<file path="config.mk">
export PLATFORM = sky130hd
export DESIGN_NAME = decision_vote_flat
export DESIGN_NICKNAME = d
export VERILOG_FILES = /design/src/rtl/decision_vote_if.sv /design/src/rtl/decision_vote.sv /design/src/flat_wrapper.sv
export SDC_FILE = /design/constraint.sdc
export NUM_CORES = 1
export LEC_CHECK = 0
export ABC_AREA = 1
export BUFFER_PORTS_ARGS = -buffer_cell sky130_fd_sc_hd__buf_4
export CAP_MARGIN = 20
export CORE_MARGIN = 5
export CORE_UTILIZATION = 59
export CTS_CLUSTER_DIAMETER = 50
export DETAILED_ROUTE_END_ITERATION = 7
export PLACE_DENSITY = 0.78
export SLEW_MARGIN = 15
export SYNTH_ARGS = -nofsm -noshare
export SYNTH_HDL_FRONTEND = slang
export SYNTH_SLANG_ARGS = --single-unit
</file>
<file path="constraint.sdc">
create_clock -name i_clk -period 2.7 [get_ports i_clk]
set_clock_uncertainty 0.05 [all_clocks]
set_input_delay 0.54 -clock i_clk [delete_from_list [all_inputs] [get_ports i_clk]]
set_output_delay 0.54 -clock i_clk [all_outputs]
set_load 0.02 [all_outputs]
</file>
<file path="src/rtl/decision_vote_if.sv">
// Sample/decision bundle for decision_vote; slave is the decision stage, master drives samples.
// o_soft and VW exist only when DECISION_VOTE_SOFT_EN is defined.
interface decision_vote_if #(
    parameter int unsigned NB_P_W = 6
`ifdef DECISION_VOTE_SOFT_EN
    , parameter int unsigned VW = NB_P_W
`endif
);
    logic              i_phase;
    logic [NB_P_W-1:0] i_nb_P;
    logic              i_sync;
    logic              i_flag;
    logic              o_data;
    logic              o_valid;
    logic              o_flag;
    logic              o_tie;
`ifdef DECISION_VOTE_SOFT_EN
    logic [VW-1:0]     o_soft;

    modport master (
        output i_phase, i_nb_P, i_sync, i_flag,
        input  o_data, o_valid, o_flag, o_tie, o_soft
    );
    modport slave (
        input  i_phase, i_nb_P, i_sync, i_flag,
        output o_data, o_valid, o_flag, o_tie, o_soft
    );
`else
    modport master (
        output i_phase, i_nb_P, i_sync, i_flag,
        input  o_data, o_valid, o_flag, o_tie
    );
    modport slave (
        input  i_phase, i_nb_P, i_sync, i_flag,
        output o_data, o_valid, o_flag, o_tie
    );
`endif
endinterface

</file>
<file path="src/rtl/decision_vote.sv">
// CDR decision stage: majority vote over centre+/-VOTE_HALF samples of each symbol, with frame-flag alignment.
// Optional soft output (final ones count) enabled by defining DECISION_VOTE_SOFT_EN.
module decision_vote #(
    parameter int unsigned NB_P_W    = 6,
    parameter int unsigned VOTE_HALF = 1,
    parameter int unsigned INVERT    = 1,
    parameter int unsigned VW        = NB_P_W
) (
    input  logic           i_clk,
    input  logic           i_rst,
    decision_vote_if.slave bus
);
    localparam logic INV = (INVERT != 0);

    logic [NB_P_W-1:0] cnt;
    logic [NB_P_W-1:0] cnt_nxt;
    logic [NB_P_W-1:0] idx;
    logic [VW-1:0]     ones;
    logic [VW-1:0]     sum;
    logic [31:0]       nb;
    logic [31:0]       c;
    logic [31:0]       f;
    logic [31:0]       hi;
    logic [31:0]       l;
    logic [31:0]       w;
    logic [31:0]       idx32;
    logic [31:0]       twice;
    logic              active;
    logic              at_f;
    logic              in_win;
    logic              at_l;
    logic              maj_one;
    logic              maj_zero;
    logic              pend;

    // Window bounds are recomputed every cycle so a runtime i_nb_P change takes effect at once.
    always_comb begin
        nb     = 32'(bus.i_nb_P);
        active = (nb >= 32'd2);
        c      = (nb - 32'd1) >> 1;
        f      = (c > VOTE_HALF) ? (c - VOTE_HALF) : '0;
        hi     = c + VOTE_HALF;
        l      = (hi < (nb - 32'd1)) ? hi : (nb - 32'd1);
        w      = l - f + 32'd1;

        idx    = bus.i_sync ? '0 : cnt;
        idx32  = 32'(idx);
        at_f   = active && (idx32 == f);
        in_win = active && (idx32 > f) && (idx32 <= l);
        at_l   = active && (idx32 == l);

        sum      = at_f ? VW'(bus.i_phase) : (ones + VW'(bus.i_phase));
        twice    = 32'(sum) << 1;
        maj_one  = (twice > w);
        maj_zero = (twice < w);

        if (!active) begin
            cnt_nxt = '0;
        end else if (bus.i_sync) begin
            cnt_nxt = NB_P_W'(1);
        end else if (32'(cnt) >= (nb - 32'd1)) begin
            cnt_nxt = '0;
        end else begin
            cnt_nxt = cnt + NB_P_W'(1);
        end
    end

    always_ff @(posedge i_clk or negedge i_rst) begin
        if (!i_rst) begin
            cnt         <= '0;
            ones        <= '0;
            pend        <= 1'b0;
            bus.o_data  <= 1'b0;
            bus.o_valid <= 1'b0;
            bus.o_flag  <= 1'b0;
            bus.o_tie   <= 1'b0;
`ifdef DECISION_VOTE_SOFT_EN
            bus.o_soft  <= '0;
`endif
        end else begin
            cnt         <= cnt_nxt;
            bus.o_valid <= at_l;
            bus.o_flag  <= at_l && pend;
            bus.o_tie   <= at_l && !maj_one && !maj_zero;

            if (at_f || in_win) begin
                ones <= sum;
            end

            // A flag arriving in the decision cycle belongs to the next symbol.
            if (at_l) begin
                pend <= bus.i_flag;
                if (maj_one || maj_zero) begin
                    bus.o_data <= maj_one ^ INV;
                end
`ifdef DECISION_VOTE_SOFT_EN
                bus.o_soft <= sum;
`endif
            end else begin
                pend <= pend | bus.i_flag;
            end
        end
    end
endmodule
</file>
<file path="src/flat_wrapper.sv">
// flat-port wrapper written by rule: the top's interface ports become plain ports
module decision_vote_flat 
#(
    parameter int unsigned NB_P_W    = 6,
    parameter int unsigned VOTE_HALF = 1,
    parameter int unsigned INVERT    = 1,
    parameter int unsigned VW        = NB_P_W
)
  (i_clk, i_rst, bus_i_phase, bus_i_nb_P, bus_i_sync, bus_i_flag, bus_o_data, bus_o_valid, bus_o_flag, bus_o_tie);
  decision_vote_if #(.NB_P_W(NB_P_W)) bus_i ();
  input  logic i_clk;
  input  logic i_rst;
  input wire logic [$bits(bus_i.i_phase)-1:0] bus_i_phase;
  input wire logic [$bits(bus_i.i_nb_P)-1:0] bus_i_nb_P;
  input wire logic [$bits(bus_i.i_sync)-1:0] bus_i_sync;
  input wire logic [$bits(bus_i.i_flag)-1:0] bus_i_flag;
  output wire logic [$bits(bus_i.o_data)-1:0] bus_o_data;
  output wire logic [$bits(bus_i.o_valid)-1:0] bus_o_valid;
  output wire logic [$bits(bus_i.o_flag)-1:0] bus_o_flag;
  output wire logic [$bits(bus_i.o_tie)-1:0] bus_o_tie;
  assign bus_i.i_phase = bus_i_phase;
  assign bus_i.i_nb_P = bus_i_nb_P;
  assign bus_i.i_sync = bus_i_sync;
  assign bus_i.i_flag = bus_i_flag;
  assign bus_o_data = bus_i.o_data;
  assign bus_o_valid = bus_i.o_valid;
  assign bus_o_flag = bus_i.o_flag;
  assign bus_o_tie = bus_i.o_tie;
  decision_vote #(.NB_P_W(NB_P_W), .VOTE_HALF(VOTE_HALF), .INVERT(INVERT), .VW(VW)) u_core (.i_clk(i_clk), .i_rst(i_rst), .bus(bus_i));
endmodule
</file>
==> results, run 1 <==
- In the synthesized netlist the dominant register cell turns out to be sky130_fd_sc_hd__dfrtp_1.
- After global routing the overflow that remains totals 3.
- The global placer's final weighted congestion is about 1.
- The placed cell count is 1063.
- After synthesis, the share of flip-flops with an asynchronous set or reset is 1.000.
- The number of nets in the synthesized netlist is 884.
- For this run, the register share of the synthesized area comes to 0.08736.
- The die extent in y is between 100 and 150 um.
- The first error in the log reads "[ERROR GRT-0232] Routing congestion too high. Check the congestion heatmap in the GUI".
- In this run the clock root is driven by a sky130_fd_sc_hd__clkbuf_8.
- The largest net degree at the start of global routing is 18.
- In this run, synthesis inferred 0 flip-flops with an integrated enable.
- In the global-route stage, repair_timing last flagged the worst endpoint as u_core.bus.o_data$_DFFE_PN0P_/D.
- The number of buffers created by CTS is 3.
- The site row count is 33.
- Across every metal layer, demand over resource in global routing totals 0.6138.
- In this run the cell area of the synthesized design comes to ~0.005 mm^2.
- The horizontal extent of the die is between 100 and 150 um.
- Counting every instance in the synthesized netlist gives 768.
- The number of synthesized register bits is 17.
- The number of ports placed on the die boundary is 15.
- The flow did not finish.
- The count of synthesis-stage warnings from yosys is 0.
- The terminating stage of the flow is global routing (5_1_grt).
- CTS built an H-tree with a depth of 1.
- The kind of the worst endpoint is a register input.
- The synthesized netlist contains 47 unique library cells.
- The initial core utilization is 0.5987.
- The average cell area after synthesis is 6.341 um^2.
- The count of input and output buffers is 14.
- The clock sink count is 17.
- The placed wire-length estimate after detailed placement is 12.33 mm.
- The clock passes through at most 2 buffers.
-- metal layers --
| metal | track usage | GRT overflow |
|---|---|---|
| met4 | 0.6155 | 2 |
| met2 | 0.8623 | 1 |
| met1 | 0.5898 | 0 |
| met5 | 0.08718 | 0 |
| met3 | 0.3834 | 0 |
-- stage by stage --
step | setup WS [ns] | instance area, um^2 | utilization
floorplan | -2.546 | 5022 | -
global placement | -3.176 | 6558 | 0.8062
detailed placement | -3.375 | 6558 | 0.8062
CTS | -2.602 | 7224 | 0.8882
-- Yosys cell counts, drive strengths merged, types with 2 or more instances --
master / instances / area [um^2]
a21o: 6 / 45.04
a21oi: 43 / 230.2
a221oi: 3 / 26.28
and2: 2 / 12.51
buf: 6 / 61.30
dfrtp: 17 / 425.4
ha: 104 / 1301
inv: 138 / 520.5
nand2: 191 / 767.0
nand3: 61 / 315.3
nand3b: 4 / 30.03
nand4: 12 / 75.07
nor2: 77 / 354.1
nor3: 8 / 50.05
nor3b: 5 / 42.54
o211ai: 3 / 22.52
o21a: 4 / 30.03
o21ai: 47 / 250.2
o21bai: 3 / 22.52
o31ai: 2 / 15.01
or2: 3 / 18.77
xnor2: 9 / 78.83
xor2: 11 / 96.34
-- cells by family after synthesis --
logic type / after synthesis / synth area share
and+or+nand+nor: 365 / 0.3458
buffers and inverters: 146 / 0.1210
AOI/OAI and AO/OA: 114 / 0.1364
adders and majority gates: 105 / 0.2713
xor gates and xnor gates: 20 / 0.03597
DFF: 17 / 0.08736
muxes: 1 / 0.002056
-- repair_timing --
action,in CTS
resized for setup,100
hold buffers,0
pin swaps,47
setup endpoints to repair,11
endpoints found under the hold margin,0
gates cloned,1
buffers inserted,19
==> run 2: changes to the inputs <==
- CORE_UTILIZATION: 59 -> 40
- CTS_CLUSTER_DIAMETER: 50 -> default
- PLACE_DENSITY: 0.78 -> default
- PLACE_DENSITY_LB_ADDON: default -> 0.15
- clock period: 2.7 -> 3.5 ns (I/O delays scaled with it)
==> run 2 against run 1 <==
Compared with the run above:
- synthesized area unchanged
- synthesized cell count unchanged
- the flow now finishes, with violations (setup timing)
==> results, run 2 <==
- The run finished, with violations left.
- The final reports fail on setup timing.
- The floorplan die area is ~0.014 mm^2.
- The post-synthesis sequential area ratio is 0.08736.
- The number of nets in the synthesized netlist is about 900.
- The placed cell count is 1107.
- After clock tree synthesis, the flow added hold-fix buffers numbering 0.
- The smallest clock period supported by the final layout is computed as 5.623 ns.
- In this run, CTS created clock tree buffers numbering 3.
- In the final design database the tool counted 1090 nets.
- The max-slew violation count is 0.
- During placement, the flow inserted port buffers numbering 14.
- Yosys attributes the largest share of cell area to sky130_fd_sc_hd__ha_1 (27%), sky130_fd_sc_hd__nand2_1 (14%), sky130_fd_sc_hd__inv_1 (9.9%).
- Row generation in the floorplan step produced 40 rows.
- The area share of the largest cell type after synthesis is 0.2672.
- After filler insertion, the fill cell instance count of the layout stands at around 1100.
- The die is about 120 um tall.
- The total setup violations reported at the end of the flow is 11.
- The cell that appears most often on the critical path is sky130_fd_sc_hd__nand2_2.
- The worst max-slew margin expressed relative to the limit is 0.6995.
- The detailed-route wire length per cell is 12.92 um.
- 15 I/O pins were placed.
- Summed over all layers, the routed wires come to 14.47 mm.
- After layout, the worst setup slack is -2.123 ns.
- The fraction of final layout cells with drive strength greater than 1 is 0.3710.
- The total negative slack is -12.33 ns.
- The number of cells on the worst reg-to-reg path is 25.
- The dominant register cell in the synthesized netlist is sky130_fd_sc_hd__dfrtp_1.
- In this run the cell area measured after placement is between 0.006 and 0.007 mm^2.
- The count of synthesis-stage warnings from yosys is 0.
- Using the TritonRoute via totals, the vias-per-cell ratio works out to around 5.0.
- The clock latency reported for the late side of the worst-skew pair is 0.25 ns.
- The number of antenna diodes in the final layout is 0.
- The congestion estimate from routability-driven global placement came to 0.9078.
- The critical path is of the input port to register type.
- The required time of the critical path is 3.59 ns.
- Entering global routing, the biggest net connects 18 pins.
- In the final layout, the registers with the most flip-flops are u_core.cnt x6, u_core.ones x6.
- CTS built an H-tree with a depth of 1.
- The finished layout holds between 1000 and 1500 standard cells, fillers aside.
- The worst setup path is captured at a register.
- Ranked by instance count, the synthesized netlist is headed by sky130_fd_sc_hd__nand2_1 (177), sky130_fd_sc_hd__inv_1 (128), sky130_fd_sc_hd__ha_1 (104).
- Across all register-to-register paths, the minimum setup slack is 0.11 ns.
- The measured slew at the worst slew-check pin is 0.4488 ns.
- No sink is reached through more buffers than the 2 on the longest clock path.
- The floorplan core area is about 0.012 mm^2.
- The critical path arrival is 5.72 ns.
- The cell count after synthesis came out at 768.
- The synthesized netlist contains 47 unique library cells.
- The delay of the slowest cell on the worst path is 0.36 ns.
- The source of the worst register-to-register timing path is u_core.cnt[4].
- A synthesized cell averages 6.341 um^2.
- The number of synthesized register bits is 17.
- Max-cap violations in this run came to 0.
- Static timing analysis puts the maximum clock frequency at between 150 and 200 MHz.
- In this run the power density over the cells is 479.3 mW/mm^2.
- The analysis attributes to cell leakage a power of 4.111 nW.
- The via count is 5546.
- The worst hold-check path type is input port to asynchronous set/reset pin.
- The number of enable-type register cells in the synthesized netlist is 0.
- The leftover overflow at the end of global routing is 0.
- The clock-pin slew reported for the worst setup and hold paths after clock tree synthesis is ~0.06 ns.
- The most common cell after layout, fill and taps aside is sky130_fd_sc_hd__buf_4.
- The CTS tree is done.
- The layout overhead on the synthesized area is 51.49%.
- The tree built by TritonCTS fans out to 17 sinks.
- The cell sitting at the root of the clock tree is a sky130_fd_sc_hd__clkbuf_16.
- Setup repair after global routing could not meet its margin everywhere.
- The total routing usage reported by global routing is 0.2035.
- The dominant cell by count in the synthesized netlist is sky130_fd_sc_hd__nand2_1.
- Along the worst path, the maximum fanout reaches 8.
- The final routed DRC violation total is 0.
- After synthesis, the share of flip-flops with an asynchronous set or reset is 1.000.
- Once detailed placement completed, the half-perimeter wirelength came to between 10 and 15 mm.
- Before antenna repair, the detailed router went through 5 iterations.
- The ratio of final minimum period to clock period is 1.607.
- Measured along the x axis, the die boundary spans between 100 and 150 um.
- VDD sags by at most about 0.00023 V.
- The largest individual stage delay along the critical path comes from the cell sky130_fd_sc_hd__fa_2.
- The design area is 0.007377 mm^2.
- The number of hold violations in the final report is 0.
- In the layout the commonest cells are sky130_fd_sc_hd__buf_4 (197), sky130_fd_sc_hd__nand2_1 (157), sky130_fd_sc_hd__inv_1 (119).
- The number of antenna violations at the first check in global routing came to 0.
- The first global-routing pass estimated 24.97 mm of wire.
- Of all cell types, the one taking the most synthesized area is sky130_fd_sc_hd__ha_1.
- The worst setup path is launched from an input port.
- The via count of the first global-routing pass is 5612.
- The initial core utilization is 0.4071.
- The remaining antenna violation count is 0.
- In this run the cell area of the synthesized design comes to 0.004870 mm^2.
- The capturing point of the worst reg2reg path is u_core.bus.o_data.
- The detailed router finished its first iteration with 187 violations.
run 2: worst max-delay path by stage:
stage,start,to,slack [ns],cells past startpoint
3_3_place_gp,bus_i_nb_P[0],u_core.bus.o_data,-2.82,46
5_1_grt,bus_i_nb_P[1],u_core.bus.o_data,-2.50,44
3_5_place_dp,bus_i_nb_P[0],u_core.bus.o_data,-2.77,46
6_report,bus_i_nb_P[1],u_core.bus.o_data,-2.12,44
2_1_floorplan,bus_i_nb_P[0],u_core.bus.o_data,-1.91,45
4_1_cts,bus_i_nb_P[0],u_core.bus.o_data,-2.00,45
run 2: cells by family after synthesis:
kind of cell | count (synthesis) | share of synthesized area
mux | 1 | 0.002056
fa+ha+maj | 105 | 0.2713
xor+xnor | 20 | 0.03597
compound gates | 114 | 0.1364
buf+inv | 146 | 0.1210
flops | 17 | 0.08736
simple gates | 365 | 0.3458
run 2: final cells by class:
type,count,area (um^2),share of cell area
Multi-Input combinational cell,606,4519,0.6126
Timing Repair Buffer,207,1622,0.2198
Inverter,139,546.8,0.07412
Sequential cell,17,425.4,0.05767
Tap cell,147,183.9,0.02493
Clock buffer,3,75.07,0.01018
Clock inverter,1,5.005,0.0006784
run 2: power by group:
| part | total (mW) | internal, mW | switching, mW |
|---|---|---|---|
| Clock | 0.237 | 0.153 | 0.0839 |
| Sequential | 0.247 | 0.224 | 0.0229 |
| Combinational | 3.05 | 1.51 | 1.55 |
run 2: critical path: cells and delay by family:
kind / cells / cell delay, ns
compound gates: 3 / 0.48
xor+xnor: 1 / 0.12
fa+ha+maj: 6 / 1.40
buf+inv: 8 / 0.65
simple gates: 26 / 2.35
run 2: metal layers:
metal,part of all wire,vias up,global-route usage
met5,0,-,0
met4,0.020,0,0.05170
met3,0.019,22,0.01356
met2,0.51,75,0.3779
met1,0.45,2522,0.2548
li1,-,2927,-
run 2: repair_timing:
item | CTS | global route
cloned | 1 | 0
setup endpoints to repair | 11 | 11
pin swaps | 51 | 22
resized for setup | 87 | 32
endpoints found under the hold margin | 0 | 0
buffers inserted | 7 | 2
run 2: metrics by stage:
step / worst slack (ns) / util / hold slack (ns) / power (mW)
CTS: -2.005 / 0.6014 / 0.2706 / 3.395
global route: -2.495 / 0.6167 / 0.2818 / 3.914
global placement: -2.824 / 0.5549 / 0.4114 / 2.870
floorplan: -1.906 / - / 0.3544 / 1.811
detailed placement: -2.770 / 0.5549 / 0.4263 / 2.918
finish: -2.123 / 0.6167 / 0.2615 / 3.536
Note: power is estimated with default switching activity, not from simulation.
